==> src/rtl/bitserial_logic_unit.sv <==
// Bit-serial AND/OR/XOR/NOR unit: processes DIGIT bits per cycle, LSB first, and
// returns the full word with zero/parity flags over a valid/ready handshake.
module bitserial_logic_unit #(
  parameter int WIDTH = 16,
  parameter int DIGIT = 1
) (
  input  logic             clk,
  input  logic             rst_n,
  input  logic             in_valid,
  output logic             in_ready,
  input  logic [1:0]       in_op,
  input  logic [WIDTH-1:0] in_a,
  input  logic [WIDTH-1:0] in_b,
  output logic             out_valid,
  input  logic             out_ready,
  output logic [WIDTH-1:0] out_result,
  output logic             out_zero,
  output logic             out_parity
);

  localparam int N  = WIDTH / DIGIT;
  localparam int CW = (N > 1) ? $clog2(N) : 1;
  localparam logic [CW-1:0] LAST = CW'(N - 1);

  if (DIGIT < 1 || WIDTH % DIGIT != 0) begin : g_bad_digit
    $error("bitserial_logic_unit: WIDTH must be a positive multiple of DIGIT");
  end

  typedef enum logic [1:0] {S_IDLE, S_RUN, S_DONE} state_e;
  typedef enum logic [1:0] {OP_AND = 2'b00, OP_OR = 2'b01, OP_XOR = 2'b10, OP_NOR = 2'b11} op_e;

  state_e           state_q;
  op_e              op_q;
  logic [WIDTH-1:0] a_q, b_q, res_q;
  logic [CW-1:0]    count_q;
  logic             zero_acc_q, par_acc_q;
  logic             out_valid_q, out_zero_q, out_parity_q;
  logic [WIDTH-1:0] out_result_q;

  logic [DIGIT-1:0] digit_d;
  logic [WIDTH-1:0] a_d, b_d, res_d;
  logic             zero_d, par_d;

  // NOTE: every signal assigned in always_comb gets a default first, so no path
  // through the case can leave it unassigned and infer a latch.
  always_comb begin
    digit_d = '0;
    case (op_q)
      OP_AND: digit_d = a_q[DIGIT-1:0] & b_q[DIGIT-1:0];
      OP_OR:  digit_d = a_q[DIGIT-1:0] | b_q[DIGIT-1:0];
      OP_XOR: digit_d = a_q[DIGIT-1:0] ^ b_q[DIGIT-1:0];
      OP_NOR: digit_d = ~(a_q[DIGIT-1:0] | b_q[DIGIT-1:0]);
      default: digit_d = '0;
    endcase
    a_d    = a_q >> DIGIT;
    b_d    = b_q >> DIGIT;
    // The result fills from the MSB end so the first digit lands in bit 0 after N shifts.
    res_d  = (res_q >> DIGIT) | (WIDTH'(digit_d) << (WIDTH - DIGIT));
    zero_d = zero_acc_q & (digit_d == '0);
    par_d  = par_acc_q ^ (^digit_d);
  end

  // NOTE: sequential state uses non-blocking assignments only, so every register
  // samples the pre-edge values regardless of statement order in this block.
  always_ff @(posedge clk) begin
    if (!rst_n) begin
      state_q      <= S_IDLE;
      op_q         <= OP_AND;
      a_q          <= '0;
      b_q          <= '0;
      res_q        <= '0;
      count_q      <= '0;
      zero_acc_q   <= 1'b1;
      par_acc_q    <= 1'b0;
      out_valid_q  <= 1'b0;
      out_result_q <= '0;
      out_zero_q   <= 1'b0;
      out_parity_q <= 1'b0;
    end else begin
      case (state_q)
        S_IDLE: begin
          if (in_valid) begin
            a_q        <= in_a;
            b_q        <= in_b;
            op_q       <= op_e'(in_op);
            count_q    <= '0;
            zero_acc_q <= 1'b1;
            par_acc_q  <= 1'b0;
            state_q    <= S_RUN;
          end
        end
        S_RUN: begin
          a_q        <= a_d;
          b_q        <= b_d;
          res_q      <= res_d;
          zero_acc_q <= zero_d;
          par_acc_q  <= par_d;
          if (count_q == LAST) begin
            count_q      <= '0;
            state_q      <= S_DONE;
            out_valid_q  <= 1'b1;
            out_result_q <= res_d;
            out_zero_q   <= zero_d;
            out_parity_q <= par_d;
          end else begin
            count_q <= count_q + 1'b1;
          end
        end
        S_DONE: begin
          if (out_ready) begin
            out_valid_q <= 1'b0;
            state_q     <= S_IDLE;
          end
        end
        default: state_q <= S_IDLE;
      endcase
    end
  end

  assign in_ready   = (state_q == S_IDLE);
  assign out_valid  = out_valid_q;
  assign out_result = out_result_q;
  assign out_zero   = out_zero_q;
  assign out_parity = out_parity_q;

endmodule

==> config.mk <==
export PLATFORM = sky130hd
export DESIGN_NAME = bitserial_logic_unit
export DESIGN_NICKNAME = d
export VERILOG_FILES = /design/src/rtl/bitserial_logic_unit.sv
export SDC_FILE = /design/constraint.sdc
export NUM_CORES = 1
export LEC_CHECK = 0
export CORE_MARGIN = 4
export CORE_UTILIZATION = 55
export CTS_CLUSTER_DIAMETER = 150
export DETAILED_ROUTE_END_ITERATION = 10
export MAX_ROUTING_LAYER = met4
export PLACE_DENSITY = 0.83
export SYNTH_ARGS = -nofsm -noshare
export SYNTH_HDL_FRONTEND = slang
export SYNTH_SLANG_ARGS = --single-unit
==> constraint.sdc <==
create_clock -name clk -period 3.5 [get_ports clk]
set_clock_uncertainty 0.05 [all_clocks]
set_input_delay 0.7 -clock clk [delete_from_list [all_inputs] [get_ports clk]]
set_output_delay 0.7 -clock clk [all_outputs]
set_load 0.01 [all_outputs]
==> results.cfg <==
[run_status]
status = finished clean

[min_path]
hp-class = register to register

[sta]
drv_slew = 0
finalSetupViolations = 0
rsz0062_at_grt = no
tightest_slew_ns = 1.03
hold_viol_final = 0
tns_ns = 0
period_needed_ns = 2.18
relSlewSlack_pct = 31.0
layout_setup_ws_ns = 1.32
fmax_mhz = 460
final.period_utilization_pct = 62.2

[clock_network]
htree_levels = 3
cts_num_sinks = 76
cts_tree = built
cts_hold_buffers = 0
clk_latency_ns = 0.34
postCtsSetupRepairBufs = 0
clockBufferDepth = 2
cts_made_buffers = 9
cts_resized = 0
clk_pin_slew_ns = 0.08
cts-root-buf = clkbuf_8

[layout]
fin_nets = 429
final_cell_mix = 92 x nand2_1, 76 x dfxtp_1, 56 x clkdlybuf4s50_1, 53 x a21boi_0, 33 x a22oi_1
n_antenna_cell = 0
layout_commonest_cell = nand2_1
finalInstanceArea_um2 = 3850
layout-drive-gt1-share_pct = 7.12
final_util_pct = 70.3
layout-area-overhead-vs-synth_pct = 24.0
fill_cells = 463

[placed_design]
gp_congestion = 0.753
dp_worst_setup_slack_ns = 0.973
numPortBuffers = 57
hpwl_mm = 3.85
post_dp_cell_area_um2 = 3630

[drt]
wire_per_inst_um = 12.9
totalWireLength_mm = 6.01
vias_per_cell = 5.32
drc = 0
drt_iter0_drc = 160
firstDrtPassIters = 4
vias = 2476
ant_nets = 0

[logic_synthesis]
synth_warnings = 0
avgSynthCellArea_um2 = 8.99
syn-cell-area_um2 = 3100
synth_seq_cells = 76
synth.distinct_cells = 35
synth-seq-area-share_pct = 49.0
synth_cells = 345
synth_fp_nets = 386

[worst_setup_path]
cp-start-kind = register
arrival_ns = 2.36
path_max_fanout = 28
cp-end-kind = register
cp_data_required_time_ns = 3.68
worstSetupPathType = register to register
r2r_setup_slack_ns = 1.32

[floorplan]
die_x_um = 83.1
dieArea_um2 = 6910
initial_core_util_pct = 56.7
row_count = 27
core-area_um2 = 5470
ioPinCount = 58
dieHeight_um = 83.1

[global_route]
track_usage_pct = 18.5
grt_pass1_wl_mm = 10.4
grt_pass1_vias = 2366
antenna_found_initial = 0
grt.overflow.total = 0
grt_start_max_net_pins = 77

[pwr]
p_leak_nw = 1.34
peakVddDrop_mv = 0.344
power_density_nw_per_um2 = 468
total_power_mw = 1.80

[run]
cap_viol_max_count = 0
cells in the mapped netlist:
library cell / instances / area [um2]
o21ai_1: 1 / 5.00
nor2b_2: 1 / 8.76
or2_2: 1 / 6.26
nor3b_1: 1 / 7.51
a21boi_1: 7 / 52.6
o221a_2: 1 / 11.3
a21oi_2: 1 / 8.76
inv_1: 3 / 11.3
xnor2_1: 1 / 8.76
buf_2: 12 / 60.1
clkbuf_1: 9 / 33.8
and3b_1: 1 / 8.76
o21ai_0: 7 / 35.0
a21boi_0: 53 / 398
nor3_1: 1 / 5.00
mux2i_1: 4 / 40.0
ha_1: 3 / 37.5
a21oi_1: 4 / 20.0
and2_1: 4 / 25.0
nand2_2: 1 / 6.26
nand2_1: 92 / 345
a21boi_2: 1 / 11.3
a22oi_1: 33 / 248
nor2b_1: 6 / 37.5
nor2_1: 6 / 22.5
nor2_4: 1 / 11.3
o311ai_1: 1 / 8.76
buf_6: 3 / 33.8
buf_4: 3 / 22.5
nand2b_1: 1 / 6.26
and2_4: 1 / 8.76
xor2_1: 1 / 8.76
nand3b_1: 2 / 15.0
dfxtp_1: 76 / 1520
and3_1: 2 / 12.5
per-stage QoR:
| stage | std cells | hold slack (ns) |
|---|---|---|
| final | 465 | 0.408 |
| after global routing | 465 | 0.426 |
| after CTS | 465 | 0.408 |
| after detailed placement | 449 | 0.396 |
| after global placement | 449 | 0.391 |
| after floorplan | 345 | 0.391 |
cells by family (layout without fill, tap and decap cells):
group / count (synthesis) / count (layout) / share of synthesized area, %
simple gates: 121 / 121 / 17.0
compound gates: 109 / 109 / 25.7
flops: 76 / 76 / 49.0
buf+inv: 30 / 78 / 5.20
mux: 4 / 4 / 1.29
fa+ha+maj: 3 / 3 / 1.21
xor+xnor: 2 / 2 / 0.565
routing by layer:
layer | vias up | global-route usage, % | part of all wire [%]
met1 | 1151 | 20.9 | 45
li1 | 1267 | - | -
met4 | 0 | 6.98 | 1.1
met5 | - | - | 0
met3 | 6 | 4.46 | 4.3
met2 | 52 | 31.6 | 49
state kept, by name, indices dropped and copies added (netlist names):
name / cells
a_q: 16
b_q: 16
count_q: 4
op_q: 2
out_parity: 1
out_result: 16
out_valid: 1
out_zero: 1
par_acc_q: 1
res_q: 15
state_q: 2
zero_acc_q: 1
worst max-delay path: stages (launching register included):
cell and delay (ns):
dfxtp_1 0.49, nor2b_4 0.63, buf_4 0.40, or2_2 0.21
o311ai_1 0.09, and3b_1 0.19
where the power goes:
| part | internal [mW] | total, mW | leakage [nW] | switching [mW] |
|---|---|---|---|---|
| sequential | 0.897 | 0.916 | 0.618 | 0.0194 |
| combinational | 0.0864 | 0.173 | 0.613 | 0.0870 |
| clock | 0.399 | 0.713 | 0.109 | 0.315 |
| total | 1.38 | 1.80 | 1.34 | 0.421 |
path summary, 6_finish.rpt:
kind,to,cells past startpoint,startpoint
max,count_q[3],5,state_q[0]
min,out_result[8],2,res_q[9]
max reg2reg,count_q[3],5,state_q[0]
min reg2reg,out_result[8],2,res_q[9]
area by class of cell:
cell class                 count  area [um2]  area share [%]
clock buffer                   9         124            3.22
multi-input combinational    239        1430            37.2
inverter                       3        11.3           0.293
sequential                    76        1520            39.5
timing repair buffer          59         581            15.1
clock inverter                 7        91.3            2.37
tap                           72        90.1            2.34
Note: power is estimated with default switching activity, not from simulation.
